==> src/rtl/spi_pkg.sv <==
// Shared SPI definitions: FSM state encoding, frame width and mode-0 constants,
// used by both spi_master and spi_slave.
package spi_pkg;

    localparam int   SPI_WIDTH = 8;
    localparam logic SPI_CPOL  = 1'b0;
    localparam logic SPI_CPHA  = 1'b0;

    typedef enum logic [2:0] {
        ST_IDLE      = 3'd0,
        ST_SETUP     = 3'd1,
        ST_SCK_HIGH  = 3'd2,
        ST_SCK_LOW   = 3'd3,
        ST_WAIT_NEXT = 3'd4,
        ST_GAP       = 3'd5
    } spi_state_t;

    // Slave select is held low from setup through a burst hold.
    function automatic logic ss_active(input spi_state_t st);
        case (st)
            ST_SETUP, ST_SCK_HIGH, ST_SCK_LOW, ST_WAIT_NEXT: ss_active = 1'b1;
            default:                                         ss_active = 1'b0;
        endcase
    endfunction

    // Busy covers every state in which a new start must be refused.
    function automatic logic busy_state(input spi_state_t st);
        case (st)
            ST_SETUP, ST_SCK_HIGH, ST_SCK_LOW, ST_GAP: busy_state = 1'b1;
            default:                                   busy_state = 1'b0;
        endcase
    endfunction

endpackage

==> src/rtl/spi_sck_gen.sv <==
// Half-period timer for the SPI master: counts 0..CLK_DIV-1 and flags the
// last cycle of each phase. Held at zero while the master is parked.
module spi_sck_gen #(
    parameter int CLK_DIV = 4
) (
    input  logic clk,
    input  logic rst,
    input  logic clear,
    output logic tick
);

    logic [7:0] cnt_r;
    logic       wrap_s;

    assign wrap_s = (cnt_r == 8'(CLK_DIV - 1));
    assign tick   = wrap_s && !clear;

    // Phase counter, restarted whenever the master is idle or waiting.
    always_ff @(posedge clk) begin
        if (rst) begin
            cnt_r <= 8'd0;
        end else if (clear || wrap_s) begin
            cnt_r <= 8'd0;
        end else begin
            cnt_r <= cnt_r + 8'd1;
        end
    end

endmodule

==> src/rtl/spi_master.sv <==
// SPI mode-0 master: one byte per start, MSB first, with an optional ss hold
// that lets a follow-on byte skip the setup phase.
module spi_master
    import spi_pkg::*;
#(
    parameter int CLK_DIV = 4
) (
    input  logic                 clk,
    input  logic                 rst,
    input  logic                 start,
    input  logic [SPI_WIDTH-1:0] din,
    input  logic                 hold_ss,
    output logic [SPI_WIDTH-1:0] dout,
    output logic                 done,
    output logic                 busy,
    output logic                 ss,
    output logic                 sck,
    output logic                 mosi,
    input  logic                 miso
);

    localparam logic [3:0] LAST_HIGH = 4'(SPI_WIDTH - 1);
    localparam logic [3:0] ALL_HIGHS = 4'(SPI_WIDTH);

    spi_state_t           state_r;
    spi_state_t           state_next_s;
    logic                 tick_s;
    logic                 clear_s;
    logic                 load_s;
    logic                 shift_s;
    logic                 end_byte_s;
    logic                 sample_lead_s;
    logic [SPI_WIDTH-2:0] tx_r;
    logic [SPI_WIDTH-1:0] rx_r;
    logic [3:0]           hi_cnt_r;
    logic                 hold_r;
    logic                 burst_r;
    logic                 sample_pend_r;
    logic                 miso_r;
    logic [SPI_WIDTH-1:0] dout_r;
    logic                 done_r;
    logic                 busy_r;
    logic                 ss_r;
    logic                 sck_r;
    logic                 mosi_r;

    assign clear_s = (state_r == ST_IDLE) || (state_r == ST_WAIT_NEXT);

    spi_sck_gen #(.CLK_DIV(CLK_DIV)) u_sck_gen (
        .clk   (clk),
        .rst   (rst),
        .clear (clear_s),
        .tick  (tick_s)
    );

    // State register.
    always_ff @(posedge clk) begin
        if (rst) begin
            state_r <= ST_IDLE;
        end else begin
            state_r <= state_next_s;
        end
    end

    // Next-state logic. A byte started from IDLE is setup + 8 high/low pairs;
    // a burst byte is 8 low/high pairs, so it ends after its 8th high phase.
    always_comb begin
        state_next_s = state_r;
        load_s       = 1'b0;
        shift_s      = 1'b0;
        end_byte_s   = 1'b0;
        case (state_r)
            ST_IDLE, ST_WAIT_NEXT: begin
                if (start) begin
                    load_s       = 1'b1;
                    state_next_s = (state_r == ST_WAIT_NEXT) ? ST_SCK_LOW : ST_SETUP;
                end else begin
                    state_next_s = state_r;
                end
            end
            ST_SETUP: begin
                if (tick_s) begin
                    state_next_s = ST_SCK_HIGH;
                end else begin
                    state_next_s = state_r;
                end
            end
            ST_SCK_HIGH: begin
                if (!tick_s) begin
                    state_next_s = state_r;
                end else if (hi_cnt_r != LAST_HIGH) begin
                    shift_s      = 1'b1;
                    state_next_s = ST_SCK_LOW;
                end else if (burst_r) begin
                    end_byte_s   = 1'b1;
                    state_next_s = hold_r ? ST_WAIT_NEXT : ST_GAP;
                end else begin
                    state_next_s = ST_SCK_LOW;
                end
            end
            ST_SCK_LOW: begin
                if (!tick_s) begin
                    state_next_s = state_r;
                end else if (hi_cnt_r == ALL_HIGHS) begin
                    end_byte_s   = 1'b1;
                    state_next_s = hold_r ? ST_WAIT_NEXT : ST_GAP;
                end else begin
                    state_next_s = ST_SCK_HIGH;
                end
            end
            ST_GAP: begin
                if (tick_s) begin
                    state_next_s = ST_IDLE;
                end else begin
                    state_next_s = state_r;
                end
            end
            default: begin
                state_next_s = ST_IDLE;
            end
        endcase
    end

    // Mode 0 samples on the leading (rising) edge of sck.
    assign sample_lead_s = (state_next_s == ST_SCK_HIGH) && (state_r != ST_SCK_HIGH)
                           && (SPI_CPHA == 1'b0);

    // Datapath and registered pins; pin values follow the next state so they
    // change on the same edge as the state.
    always_ff @(posedge clk) begin
        if (rst) begin
            tx_r          <= '0;
            rx_r          <= '0;
            hi_cnt_r      <= 4'd0;
            hold_r        <= 1'b0;
            burst_r       <= 1'b0;
            sample_pend_r <= 1'b0;
            miso_r        <= 1'b0;
            dout_r        <= '0;
            done_r        <= 1'b0;
            busy_r        <= 1'b0;
            ss_r          <= 1'b1;
            sck_r         <= SPI_CPOL;
            mosi_r        <= 1'b0;
        end else begin
            miso_r        <= miso;
            done_r        <= end_byte_s;
            ss_r          <= ~ss_active(state_next_s);
            busy_r        <= busy_state(state_next_s);
            sck_r         <= (state_next_s == ST_SCK_HIGH) ? ~SPI_CPOL : SPI_CPOL;
            sample_pend_r <= sample_lead_s;
            // miso_r here holds the line as it was at the sck rising edge
            if (sample_pend_r) begin
                rx_r <= {rx_r[SPI_WIDTH-2:0], miso_r};
            end else begin
                rx_r <= rx_r;
            end
            if (end_byte_s) begin
                dout_r <= rx_r;
            end else begin
                dout_r <= dout_r;
            end
            if (load_s) begin
                tx_r     <= din[SPI_WIDTH-2:0];
                mosi_r   <= din[SPI_WIDTH-1];
                hold_r   <= hold_ss;
                burst_r  <= (state_r == ST_WAIT_NEXT);
                hi_cnt_r <= 4'd0;
            end else if (shift_s) begin
                mosi_r   <= tx_r[SPI_WIDTH-2];
                tx_r     <= {tx_r[SPI_WIDTH-3:0], 1'b0};
                hi_cnt_r <= hi_cnt_r + 4'd1;
            end else if (state_r == ST_SCK_HIGH && tick_s) begin
                hi_cnt_r <= hi_cnt_r + 4'd1;
            end else begin
                hi_cnt_r <= hi_cnt_r;
            end
        end
    end

    assign dout = dout_r;
    assign done = done_r;
    assign busy = busy_r;
    assign ss   = ss_r;
    assign sck  = sck_r;
    assign mosi = mosi_r;

endmodule

==> config.mk <==
export PLATFORM = sky130hd
export DESIGN_NAME = spi_master
export DESIGN_NICKNAME = d
export VERILOG_FILES = /design/src/rtl/spi_pkg.sv /design/src/rtl/spi_sck_gen.sv /design/src/rtl/spi_master.sv
export SDC_FILE = /design/constraint.sdc
export NUM_CORES = 1
export LEC_CHECK = 0
export BUFFER_PORTS_ARGS = -buffer_cell sky130_fd_sc_hd__buf_2
export CELL_PAD_IN_SITES_DETAIL_PLACEMENT = 1
export CELL_PAD_IN_SITES_GLOBAL_PLACEMENT = 2
export CORE_UTILIZATION = 32
export CTS_CLUSTER_SIZE = 14
export DETAILED_ROUTE_END_ITERATION = 10
export PLACE_DENSITY_LB_ADDON = 0.2
export SYNTH_ARGS = -nofsm -noshare
export SYNTH_HDL_FRONTEND = slang
export SYNTH_SLANG_ARGS = --single-unit
export TNS_END_PERCENT = 10
==> constraint.sdc <==
create_clock -name clk -period 1.8 [get_ports clk]
set_input_delay 0.27 -clock clk [delete_from_list [all_inputs] [get_ports clk]]
set_output_delay 0.27 -clock clk [all_outputs]
set_load 0.05 [all_outputs]
### Word level (Yosys, flattened, before mapping)

Index checks and enable logic that the tools add are counted.

| word-level totals | value |
|---|---|
| bits in registers | 47 |
| input bits | 13 |
| logic and storage cells | 78 |

| cells by class | value |
|---|---|
| $add $sub $neg | 2 |
| eq/ne operators | 14 |
| multiplexer cells | 32 |
| bitwise logic cells | 1 |
| reduce and logical (&&, ||, !) cells | 14 |

Operators by type and width:

| operator | number |
|---|---|
| $mux W3 | 8 |
| $mux W1 | 17 |
| $pmux W3 S5 | 1 |
| $mux W7 | 2 |
| $eq A3 B2 Y1 const B | 4 |
| $eq A3 B3 Y1 const B | 4 |
| $add A8 B1 Y8 const B | 1 |
| $eq A8 B2 Y1 const B | 1 |
| $mux W4 | 2 |
| $reduce_or A4 Y1 | 2 |
| $eq A3 B1 Y1 const B | 2 |
| $reduce_or A2 Y1 | 3 |
| $add A4 B1 Y4 const B | 1 |
| $eq A4 B4 Y1 const B | 1 |
| $ne A4 B3 Y1 const B | 1 |
| $reduce_bool A2 Y1 | 2 |
| $logic_and A1 B1 Y1 | 3 |
| $logic_not A3 Y1 | 1 |
| $ne A3 B2 Y1 const B | 1 |
| $logic_or A1 B1 Y1 | 2 |
| $mux W2 | 1 |
| $pmux W1 S2 | 1 |
| $logic_not A1 Y1 | 1 |
| $not A1 Y1 | 1 |

### Logic depth before layout (Yosys ltp)

Gate-level depths: netlist (run 1).

| logic depth | value |
|---|---|
| depth in word-level cells | 11 |
| gate-level depth with buffers | 8 |

### Cells and area by module

A second synthesis (run 1) with hierarchy kept.

| unflattened totals | value |
|---|---|
| cells, all modules | 213 |
| area, all modules | 1993.2 um2 |

By module, submodules not included:

| module | times used | cells an instance | area an instance (um2) | sequential area each (um2) |
|---|---|---|---|---|
| spi_master | 1 | 174 | 1647.8 | 780.7 |
| spi_sck_gen | 1 | 39 | 345.3 | 160.2 |

### Worst setup path before layout (run 1)

Ideal clock, no wire load.

| timing | value |
|---|---|
| path kind | reg2reg |
| from | register u_sck_gen.cnt_r[0] |
| to | register dout_r[0] (netlist: dout[0]) |
| arrival time | 1.681 ns |
| required time | 1.672 ns |
| slack | -0.009 ns |
| cell stages (with the launch flop) | 8 |
| path buffers | 1 |
| path through | dfxtp_1 > ha_1 > or3b_2 > nor3_2 > and2_4 > buf_12 > mux2i_1 > nor2_1 |

| on the way | value |
|---|---|
| longest elaborated chain between the ends | 4 |
| elaborated cells on any way between the ends | 5 |
| those cells by class | eq/ne: 1; mux: 3; reduce/logical: 1 |

RTL lines:

| element | line | source |
|---|---|---|
| from (decl) | spi_sck_gen.sv:12 | `logic [7:0] cnt_r;` |
| from (signal assigned) | spi_sck_gen.sv:25 | `cnt_r <= cnt_r + 8'd1;` |
| $eq A8 B2 Y1 * | spi_sck_gen.sv:15 | `assign wrap_s = (cnt_r == 8'(CLK_DIV - 1));` |
| $logic_and A1 B1 Y1 * | spi_sck_gen.sv:16 | `assign tick = wrap_s && !clear;` |
| $mux W1 (on tied branches) | spi_master.sv:102, spi_master.sv:89 |  |
| $pmux W1 S2 * | spi_master.sv:72 | `case (state_r)` |
| to (signal assigned) | spi_master.sv:159 | `dout_r <= rx_r;` |
| to (signal assigned) | spi_master.sv:161 | `dout_r <= dout_r;` |
| to (decl) | spi_master.sv:40 | `logic [SPI_WIDTH-1:0] dout_r;` |

Every way passes the cells marked *; elsewhere a longest branch is shown, timed or not.
A chain may end at the register's enable or synchronous reset.

### Worst setup path in the final report (run 1)

| timing | value |
|---|---|
| from | register u_sck_gen.cnt_r[5] |
| to | register ss_r (netlist: ss) |

| on the way | value |
|---|---|
| longest elaborated chain between the ends | 9 |
| elaborated cells on any way between the ends | 15 |
| those cells by class | eq/ne: 5; mux: 7; bitwise: 1; reduce/logical: 2 |

RTL lines:

| element | line | source |
|---|---|---|
| $eq A8 B2 Y1 * | spi_sck_gen.sv:15 |  |
| $logic_and A1 B1 Y1 * | spi_sck_gen.sv:16 |  |
| $mux W3 (on tied branches) | -- |  |
| $pmux W3 S5 * | spi_master.sv:72 |  |
| $eq A3 B2 Y1, or another cell as far along | spi_pkg.sv:20 | `case (st)` |
| $reduce_or A4 Y1 * | spi_pkg.sv:20 |  |
| $mux W1 * | spi_pkg.sv:20 |  |
| $mux W1 * | spi_master.sv:131 | `if (rst) begin` |
| $not A1 Y1 * | spi_master.sv:148 | `ss_r <= ~ss_active(state_next_s);` |
| to (signal assigned) | spi_master.sv:148 |  |
| to (decl) | spi_master.sv:43 | `logic ss_r;` |

Every way passes the cells marked *; elsewhere a longest branch is shown, timed or not. The select of a mux whose other input is x is not followed.

==> results of run 1 <==
## power by group through the flow
| stage | Clock (W) | Combinational (W) | Sequential [W] |
|---|---|---|---|
| 4_1_cts | 0.000657 | 0.000170 | 0.00108 |
| 3_5_place_dp | 0 | 0.000160 | 0.00110 |
| 2_1_floorplan | 0 | 0.0000826 | 0.00112 |
| 3_3_place_gp | 0 | 0.000159 | 0.00110 |
| 6_report | 0.000622 | 0.000170 | 0.00108 |
| 5_1_grt | 0.000704 | 0.000189 | 0.00108 |
## Yosys cell counts (2+ instances only)
| library cell | number |
|---|---|
| mux2i_1 | 18 |
| nand4_1 | 3 |
| dfxtp_1 | 47 |
| ha_1 | 3 |
| nor2b_1 | 5 |
| inv_1 | 5 |
| or3b_2 | 3 |
| buf_1 | 3 |
| a21oi_1 | 5 |
| a31oi_1 | 2 |
| nor2_1 | 34 |
| and3_1 | 3 |
| a311oi_1 | 7 |
| xor2_1 | 6 |
| and4b_1 | 2 |
| nand2_1 | 23 |
| nand3b_1 | 3 |
| nor3_1 | 4 |
| nand3_1 | 5 |
| nor3_2 | 2 |
| xnor2_1 | 3 |
| clkbuf_1 | 5 |
## metal layers
metal	wire, um	vias to the layer above
li1	-	794
met1	2230	745
met2	1900	21
met3	135	7
met4	65	0
met5	0	-
## metrics by stage
stage | hold slack (ns) | cells
after floorplan | 0.398 | 209
after global placement | 0.428 | 312
after detailed placement | 0.439 | 312
after CTS | 0.175 | 321
after global routing | 0.177 | 322
final | 0.182 | 322
## area by class of cell
| class | instances | share of cell area (%) |
|---|---|---|
| clock inverters | 2 | 0.565 |
| clock buffers | 5 | 2.83 |
| inverters | 5 | 0.771 |
| repair buffers | 40 | 10.3 |
| flip-flops and latches | 47 | 39.0 |
| multi-input cells | 148 | 42.8 |
| well taps | 75 | 3.85 |
## worst min-delay path by stage
| stage | startpoint | end | slack (ns) | cells after the start |
|---|---|---|---|---|
| 6_report | miso | miso_r | 0.18 | 2 |
| 4_1_cts | miso | miso_r | 0.18 | 2 |
| 3_3_place_gp | u_sck_gen.cnt_r[0] | u_sck_gen.cnt_r[0] | 0.43 | 1 |
| 2_1_floorplan | miso | miso_r | 0.40 | 1 |
| 5_1_grt | miso | miso_r | 0.18 | 2 |
| 3_5_place_dp | u_sck_gen.cnt_r[0] | u_sck_gen.cnt_r[0] | 0.44 | 1 |
## critical path, delay by kind of cell, from the launching register on
family / cells / cell delay, ns
AO/OA/AOI/OAI: 1 / 0.17
flip-flops: 1 / 0.36
AND/OR/NAND/NOR: 3 / 0.95
multiplexers: 1 / 0.19
## registers in the layout, summed over array words and instances, names as in the netlist
register / flops
sample_pend_r: 1
mosi: 1
busy: 1
miso_r: 1
state_r: 3
hold_r: 1
hi_cnt_r: 4
done: 1
sck: 1
ss: 1
rx_r: 8
dout: 8
u_sck_gen.cnt_r: 8
tx_r: 7
burst_r: 1
## cells by family after synthesis
family | Yosys count | synth area share (%)
AND/OR/NAND/NOR | 96 | 26.1
flip-flops | 47 | 47.1
AO/OA/AOI/OAI | 20 | 7.64
multiplexers | 19 | 9.59
buffers and inverters | 15 | 3.70
XOR/XNOR | 9 | 3.95
adder cells (fa/ha/maj) | 3 | 1.88
## timing repair
item | in CTS | in global routing
setup endpoints to repair | 1 | 16
cloned | 0 | 1
setup buffers | 2 | 0
pin swaps | 3 | 6
gates resized for setup | 2 | 11
hold buffers | 0 | 0
==> summary.md, run 1 <==
| Metric | Value |
|---|---|
| Result of the run | `finished clean` |
| Critical path startpoint | `u_sck_gen.cnt_r[5]` |
| Worst endpoint required time | `just over 2 ns` |
| IO Count | `26` |
| Count of pins over their slew limit | `0` |
| First DRT Iteration DRCs | `44` |
| Share of async-settable or async-resettable flops after synthesis | `0%` |
| Pre-CTS WS | `0.0339 ns` |
| Antenna-violating nets left | `0` |
| Routed vias | `around 1600` |
| Total power consumption of the routed design | `0.00187 W` |
| Clock-pin slew of the registers on the worst-case setup and hold paths | `about 0.08 ns` |
| Worst Setup Path Type | `flop to flop` |
| Buffer cell driving the clock tree root | `clkbuf_8` |
| Standby leakage power | `0.946 nW` |
| Internal power summed over all cells | `~0.0014 W` |
| FILL cells | `707` |
| Number of antenna violations at the first check in global routing | `0` |
| Post-synth EDFFs | `0` |
| Met3 Use GR | `~3.6%` |
| Highest clock rate | `0.574 GHz` |
| Global placer's final weighted congestion | `around 0.75` |
| Final Routed Wirelength | `4340 um` |
| Global routing met1 resource utilization | `about a fifth` |
| Cell area after placement | `2270 sq um` |
| Maximum buffer depth of the clock tree | `2` |
| Largest fanout of any net on the critical path | `3` |
| Number of antenna diodes | `0` |
| Slowest cell delay on critical path | `0.59 ns` |
| Cell chain of the critical path | `or4_4 -> o21ai_0 -> and4b_1 -> nand3b_1 -> mux2i_1` |
| CTS tree | `done` |
| Number of buffers inserted by port buffering | `25` |
| Cell with the biggest individual delay on the critical path | `or4_4` |
| Distinct cells, synth | `40` |
| Hold WC Path Type | `primary input to flop` |
| Area of the core | `5960 sq um` |
| Pin count of the biggest net entering global routing | `35` |
| Top post-synthesis cells by area | `dfxtp_1 47%, mux2i_1 9.0%, nor2_1 6.4%` |
| Area of all sequential standard cells | `948 sq um` |
| Maximum vdd ir drop | `about 340 uV` |
| Combined area of the multi-input logic cells | `1040 sq um` |
| Share of the clock period used by the worst path | `a little over nine tenths` |
| Flop and latch count out of synthesis | `47` |
| Top library cells by usage in the layout, fill and taps aside | `43 x dfxtp_1, 34 x nor2_1, 25 x buf_2` |
| Number of standard cells after synthesis | `209` |
| Final design utilization | `40.9%` |
| Starting utilization of the core area | `33.5%` |
| Share of Yosys cell area claimed by the top area cell type | `47.1%` |
| Largest clock skew in the final design | `0.00719 ns` |
| Remaining global-route overflow | `0` |
| Cell depth of the worst flop-to-flop path | `5` |
| Final-report setup violation count | `0` |
| Fin area | `2430 sq um` |
| Proportion of layout cells with a drive suffix above 1 | `between 20% and 30%` |
| R2R Path Start | `u_sck_gen.cnt_r[5]` |
| Crit path arrival time | `1.97 ns` |
| Endpoint of the most critical setup path | `ss` |
| Post-DR wirelength/cell | `13.5 um` |
| Setup_tns | `0 ns` |
| Capturing element type of the critical path | `flop` |
| Pre-Repair DR Iteration Count | `4` |
| Startpoint class of the critical path | `flop` |
| Count of max-cap constraint violations | `0` |
| Std-Cell Rows | `28` |
| Clock latency on the worst-skew pair | `~0.30 ns` |
| Sequential share of the synthesized area | `47.1%` |
| Die span in y | `81.0 um` |
| Post-detailed-route DRC marker count | `0` |
| Tightest Pin Transition | `0.475 ns` |
| Layout area overhead | `21.9%` |
| Setup repair after global routing missed its margin | `yes` |
| Overall die area | `6560 sq um` |
| Top flip-flop cell by instance count after synthesis | `dfxtp_1` |
| Fraction of power spent switching nets | `between 20% and 30%` |
| Total clock buffers created by CTS | `5` |
| H-tree levels | `2` |
| Reg-to-reg slack, setup | `0.06 ns` |
| Setup WS post-layout | `0.0567 ns` |
| Worst relative slew slack | `68.3%` |
| YS warnings | `0` |
| Post-Synthesis Cell Area | `2000 sq um` |
| Met2 capacity usage during global routing | `between 20% and 30%` |
| Wire length of the first global-routing pass | `around 7300 um` |
| Total power per unit cell area | `~770 nW/um^2` |
| Net count of the mapped netlist | `225` |
| Proportion of power drawn by the clock network | `33.3%` |
| Clock net sink count | `47` |
| Comb power frac | `9.1%` |
| Cell taking the most area after synthesis | `dfxtp_1` |
| Post-layout minimum cycle time | `1.74 ns` |
| Power dissipated by switching net loads | `0.000472 W` |
| Die Wd | `81.0 um` |
| Mean area per synthesized cell | `9.55 sq um` |
| Most frequent standard cell in the layout excluding fill and tap cells | `dfxtp_1` |
| GRT busiest layer | `met2` |
| Terminus of the critical flop-to-flop path | `ss` |
| Final hold violation count | `0` |
| Final-stage net count | `~260` |
| Vias in the first global route | `around 1500` |
| Post-detailed-route via-to-cell ratio | `4.87` |
| HPWL after detailed placement | `3030 um` |
| Overall fraction of global-route tracks in use | `about 15%` |
| Share of total power in sequential cells | `57.6%` |
Note: power is estimated with default switching activity, not from simulation.
==> run 2: changes to the inputs <==
--- a/config.mk
+++ b/config.mk
@@ -8,7 +8,8 @@
 export BUFFER_PORTS_ARGS = -buffer_cell sky130_fd_sc_hd__buf_2
 export CELL_PAD_IN_SITES_DETAIL_PLACEMENT = 1
 export CELL_PAD_IN_SITES_GLOBAL_PLACEMENT = 2
-export CORE_UTILIZATION = 32
+export CORE_UTILIZATION = 33
+export CTS_BUF_LIST = sky130_fd_sc_hd__clkbuf_2
 export CTS_CLUSTER_SIZE = 14
 export DETAILED_ROUTE_END_ITERATION = 10
 export PLACE_DENSITY_LB_ADDON = 0.2
==> summary.md, run 2 (synthesis gave the netlist of run 1 again) <==
| Metric | Value |
|---|---|
| Result of the run | `finished, violations left` |
| Violations in the final reports | `negative setup slack` |
| Area of the core | `5680 sq um` |
| Share of the clock period used by the worst path | `100%` |
| Starting utilization of the core area | `35.2%` |
| Buffer cell driving the clock tree root | `clkbuf_2` |
| Worst relative slew slack | `67.8%` |
| Post-detailed-route via-to-cell ratio | `4.89` |
| Tightest Pin Transition | `0.483 ns` |
| Setup WS post-layout | `-0.00157 ns` |
| Vias in the first global route | `1661` |
| Worst Setup Path Type | `flop to flop` |
| R2R Path Start | `u_sck_gen.cnt_r[6]` |
| Final Non-Filler Cells | `329` |
| HPWL after detailed placement | `~3100 um` |
| Proportion of layout cells with a drive suffix above 1 | `29.6%` |
| Count of max-cap constraint violations | `0` |
| Remaining global-route overflow | `0` |
| Cell depth of the worst flop-to-flop path | `5` |
| Largest clock skew in the final design | `0.0177 ns` |
| Layout area overhead | `24.1%` |
| Met2 capacity usage during global routing | `24.9%` |
| Met3 Use GR | `3.89%` |
| Critical path startpoint | `u_sck_gen.cnt_r[6]` |
| Routed vias | `1609` |
| Global routing met1 resource utilization | `22.3%` |
| Cell area after placement | `2310 sq um` |
| Setup repair after global routing missed its margin | `yes` |
| Wire length of the first global-routing pass | `7980 um` |
| Die Wd | `79.8 um` |
| Number of buffers inserted by port buffering | `25` |
| Most frequent standard cell in the layout excluding fill and tap cells | `dfxtp_1` |
| Total power consumption of the routed design | `~0.0019 W` |
| Count of pins over their slew limit | `0` |
| Fraction of power spent switching nets | `26.3%` |
| Worst endpoint required time | `2.15 ns` |
| Post-layout minimum cycle time | `1.80 ns` |
| Terminus of the critical flop-to-flop path | `dout[0]` |
| Final-stage net count | `272` |
| Clock-pin slew of the registers on the worst-case setup and hold paths | `0.25 ns` |
| Power dissipated by switching net loads | `0.000493 W` |
| CTS tree | `done` |
| Highest clock rate | `0.555 GHz` |
| H-tree levels | `2` |
| Pin count of the biggest net entering global routing | `25` |
| Startpoint class of the critical path | `flop` |
| Post-DR wirelength/cell | `approximately 14 um` |
| Cell depth of the worst min-delay path | `3` |
| Final Routed Wirelength | `4740 um` |
| Clock latency on the worst-skew pair | `0.43 ns` |
| Hold WC Path Type | `primary input to flop` |
| Pre-Repair DR Iteration Count | `4` |
| Total clock buffers created by CTS | `5` |
| First DRT Iteration DRCs | `36` |
| GRT busiest layer | `met2` |
| Internal power summed over all cells | `0.00138 W` |
| IO Count | `26` |
| Top library cells by usage in the layout, fill and taps aside | `43 x dfxtp_1, 34 x nor2_1, 25 x buf_2` |
| Global placer's final weighted congestion | `0.808` |
| Standby leakage power | `0.971 nW` |
| Reg-to-reg slack, setup | `-0.002 ns` |
| Crit path arrival time | `~2.2 ns` |
| Post-placement cell count | `314` |
| Capturing element type of the critical path | `flop` |
| Die span in y | `79.8 um` |
| Final design utilization | `43.7%` |
| Clock net sink count | `47` |
| Maximum vdd ir drop | `354 uV` |
| Number of antenna violations at the first check in global routing | `0` |
| Number of antenna diodes | `0` |
| Capture endpoint of the worst hold path | `tx_r[1]` |
| Post-detailed-route DRC marker count | `0` |
| Pre-CTS WS | `-0.0310 ns` |
| Overall fraction of global-route tracks in use | `between 10% and 20%` |
| Total power per unit cell area | `757 nW/um^2` |
| Final-report setup violation count | `2` |
| Largest fanout of any net on the critical path | `5` |
| Fin area | `2480 sq um` |
| Final hold violation count | `0` |
| Antenna-violating nets left | `0` |
| Overall die area | `6370 sq um` |
| Share of total power in sequential cells | `57.7%` |
| Critical hold path startpoint | `din[1]` |
| Proportion of power drawn by the clock network | `33.1%` |
| Comb power frac | `9.2%` |
| Maximum buffer depth of the clock tree | `2` |
| Std-Cell Rows | `27` |
-- run 2: changes by cell type in the layout (fill, tap and decap cells not counted), sizes merged --
cell | previous run | this run
bufinv | 0 | 1
dlygate4sd3 | 0 | 3
buf | 40 | 46
clkinv | 2 | 1
inv | 5 | 6
-- run 2: how the worst max path moves through the flow --
stage / end / slack [ns] / cells past startpoint
floorplan: dout[0] / 0.07 / 6
global placement: dout[7] / 0.03 / 6
CTS: sample_pend_r / -0.02 / 6
detailed placement: dout[4] / -0.03 / 6
global route: mosi / -0.13 / 7
finish: dout[0] / -0.002 / 5
-- run 2: power by group through the flow --
stage	registers [W]	clock network, W	logic [W]
2_1_floorplan	0.00112	0	0.0000826
3_3_place_gp	0.00110	0	0.000163
3_5_place_dp	0.00110	0	0.000163
4_1_cts	0.00108	0.000649	0.000170
5_1_grt	0.00109	0.000687	0.000192
6_report	0.00108	0.000621	0.000173
-- run 2: stage by stage --
step,TNS (ns),hold slack [ns]
4_1_cts,-0.0691,0.0135
2_1_floorplan,0,0.398
3_3_place_gp,0,0.431
5_1_grt,-1.45,0.0174
3_5_place_dp,-0.0697,0.440
6_report,-0.00242,0.0637
-- run 2: final cells by class --
class / count / area (sq um)
Multi-Input combinational cell: 148 / 1020
Fill cell: 670 / 3200
Inverter: 5 / 18.8
Clock buffer: 5 / 25.0
Timing Repair Buffer: 49 / 329
Clock inverter: 3 / 47.5
Tap cell: 72 / 90.1
Sequential cell: 47 / 946
-- run 2: repair_timing --
| item | CTS | global route |
|---|---|---|
| setup buffers | 1 | 2 |
| hold buffers | 2 | 1 |
| setup endpoints to repair | 11 | 21 |
| cloned | 1 | 0 |
| gates resized for setup | 6 | 5 |
| pin swaps | 2 | 6 |
| endpoints found under the hold margin | 2 | 1 |
-- run 2: critical path: stages, from the launching register on --
cell     delay, ns
dfxtp_2       0.38
or4_4         0.58
nor3_4        0.25
and2_4        0.26
mux2i_1       0.22
nor2_1        0.06
-- run 2: routing by layer --
metal / vias up / share of wire (%)
met2: 22 / 46
met5: - / 0
met4: 0 / 0.93
met1: 762 / 50
met3: 5 / 3.0
li1: 820 / -
==> run 3: changes to the inputs <==
--- a/config.mk
+++ b/config.mk
@@ -8,6 +8,7 @@
 export BUFFER_PORTS_ARGS = -buffer_cell sky130_fd_sc_hd__buf_2
 export CELL_PAD_IN_SITES_DETAIL_PLACEMENT = 1
 export CELL_PAD_IN_SITES_GLOBAL_PLACEMENT = 2
+export CORE_ASPECT_RATIO = 0.6
 export CORE_UTILIZATION = 33
 export CTS_BUF_LIST = sky130_fd_sc_hd__clkbuf_2
 export CTS_CLUSTER_SIZE = 14
==> summary.md, run 3 (synthesis gave the netlist of run 1 again) <==
| Metric | Value |
|---|---|
| Result of the run | `finished, violations left` |
| Violations in the final reports | `negative setup slack` |
| Cell with the biggest individual delay on the critical path | `or3b_4` |
| Overall die area | `6380 sq um` |
| Tightest Pin Transition | `0.497 ns` |
| Clock net sink count | `47` |
| Routed vias | `~1600` |
| Total power per unit cell area | `between 700 and 800 nW/um^2` |
| Die Wd | `102 um` |
| Wire length of the first global-routing pass | `just over 8000 um` |
| Starting utilization of the core area | `35.0%` |
| Worst Setup Path Type | `flop to flop` |
| Final hold violation count | `0` |
| Clock-pin slew of the registers on the worst-case setup and hold paths | `0.25 ns` |
| Slowest cell delay on critical path | `about 0.42 ns` |
| Clock latency on the worst-skew pair | `~0.43 ns` |
| Pre-Repair DR Iteration Count | `4` |
| Final Routed Wirelength | `around 4900 um` |
| Post-placement cell count | `323` |
| H-tree levels | `2` |
| Largest delay share family, worst path | `simple AND/OR/NAND/NOR gates` |
| Largest fanout of any net on the critical path | `4` |
| Standby leakage power | `0.990 nW` |
| Buffer cell driving the clock tree root | `clkbuf_2` |
| Global placer's final weighted congestion | `roughly 0.80` |
| Number of antenna violations at the first check in global routing | `0` |
| Share of the clock period used by the worst path | `100%` |
| Cell depth of the worst min-delay path | `2` |
| Antenna-violating nets left | `0` |
| CTS tree | `done` |
| Number of buffers inserted by port buffering | `25` |
| Setup WS post-layout | `-0.00372 ns` |
| Area of the core | `approximately 5700 sq um` |
| Die span in y | `~62 um` |
| Hold WC Path Type | `primary input to flop` |
| Worst relative slew slack | `66.8%` |
| Proportion of layout cells with a drive suffix above 1 | `32.5%` |
| Number of antenna diodes | `0` |
| Crit path arrival time | `2.15 ns` |
| Total clock buffers created by CTS | `5` |
| Cell depth of the worst flop-to-flop path | `6` |
| Most frequent standard cell in the layout excluding fill and tap cells | `dfxtp_1` |
| First DRT Iteration DRCs | `50` |
| Post-DR wirelength/cell | `roughly 15 um` |
| Layout area overhead | `25.3%` |
| Setup repair after global routing missed its margin | `yes` |
| Count of pins over their slew limit | `0` |
| Cell area after placement | `2320 sq um` |
| HPWL after detailed placement | `roughly 3500 um` |
| Final Non-Filler Cells | `335` |
| Sum of buffers and inverters on the critical path | `0` |
| Vias in the first global route | `about 1600` |
| Capturing element type of the critical path | `flop` |
| Hold bufs inserted after CTS | `0` |
| Pin count of the biggest net entering global routing | `19` |
| GRT busiest layer | `met1` |
| Top library cells by usage in the layout, fill and taps aside | `40 x dfxtp_1, 34 x nor2_1, 25 x buf_2` |
| Remaining global-route overflow | `0` |
| Std-Cell Rows | `21` |
| Startpoint class of the critical path | `flop` |
| IO Count | `26` |
| Maximum buffer depth of the clock tree | `2` |
| Largest clock skew in the final design | `0.0240 ns` |
| Fin area | `2500 sq um` |
| Highest clock rate | `approximately 0.55 GHz` |
| Final-stage net count | `270` |
| Worst endpoint required time | `2.14 ns` |
| Met2 capacity usage during global routing | `22.3%` |
| Cell depth of the worst setup path | `6` |
| Count of max-cap constraint violations | `0` |
| Post-detailed-route DRC marker count | `0` |
| Overall fraction of global-route tracks in use | `between 15 and 20%` |
| Cell chain of the critical path | `ha_4 -> or3b_4 -> nor3_4 -> and2_2 -> mux2i_1 -> nor2_1` |
| Met3 Use GR | `3.38%` |
| Global routing met1 resource utilization | `25.5%` |
| Final-report setup violation count | `1` |
| Maximum vdd ir drop | `348 uV` |
| Post-detailed-route via-to-cell ratio | `4.83` |
| Post-layout minimum cycle time | `~1.8 ns` |
| FILL cells | `669` |
## run 3: changes by cell type in the layout (fill, tap and decap cells not counted), sizes merged
| cell | before | now |
|---|---|---|
| buf | 46 | 47 |
| bufinv | 1 | 2 |
| clkbuf | 5 | 6 |
| clkinv | 1 | 0 |
| dlygate4sd3 | 3 | 0 |
| inv | 6 | 5 |
## run 3: where the power goes
group          switching [W]  total, W  internal, W
logic               0.000107  0.000173    0.0000657
registers          0.0000127   0.00108      0.00107
clock network       0.000350  0.000729     0.000379
## run 3: through the flow
stage	hold WS, ns	total power (W)	setup TNS, ns	util, %	worst slack, ns
global route	0.00692	0.00207	-0.516	43.9	-0.0593
global placement	0.436	0.00127	0	40.8	0.0318
detailed placement	0.439	0.00127	-0.00129	40.8	-0.00129
CTS	0.0169	0.00200	-0.0261	42.8	-0.0223
floorplan	0.398	0.00120	0	-	0.0731
finish	0.0426	0.00198	-0.00372	43.9	-0.00372
## run 3: final cells by class
type	instances	area (sq um)	share of cell area (%)
clock buffer	6	30.0	1.20
clock inverter	2	60.1	2.40
inverter	5	18.8	0.750
multi-input combinational	148	1040	41.4
sequential	47	955	38.2
tap	80	100	4.00
timing repair buffer	47	303	12.1
## run 3: timing repair
action | 4_1_cts | 5_1_grt
setup endpoints to repair | 20 | 20
buffers inserted | 1 | 2
resized for setup | 9 | 10
pin swaps | 3 | 7
gates cloned | 0 | 1
## run 3: worst reg2reg max path, stage by stage (launching register included)
cell and delay (ns):
dfxtp_2 0.41, ha_4 0.14, or3b_4 0.43, nor3_4 0.23
and2_2 0.26, mux2i_1 0.20, nor2_1 0.05
## run 3: worst paths after layout
path | slack [ns] | endpoint | from
setup / recovery | -0.004 | dout[2] | u_sck_gen.cnt_r[1]
hold / removal | 0.04 | miso_r | miso
setup reg to reg | -0.004 | dout[2] | u_sck_gen.cnt_r[1]
hold reg to reg | 0.48 | burst_r | burst_r
## run 3: per-layer routing
metal  routed length, um  part of all wire [%]
met3                 161                   3.3
met5                   0                     0
met1                2810                    57
met2                1900                    39
met4                  57                   1.2
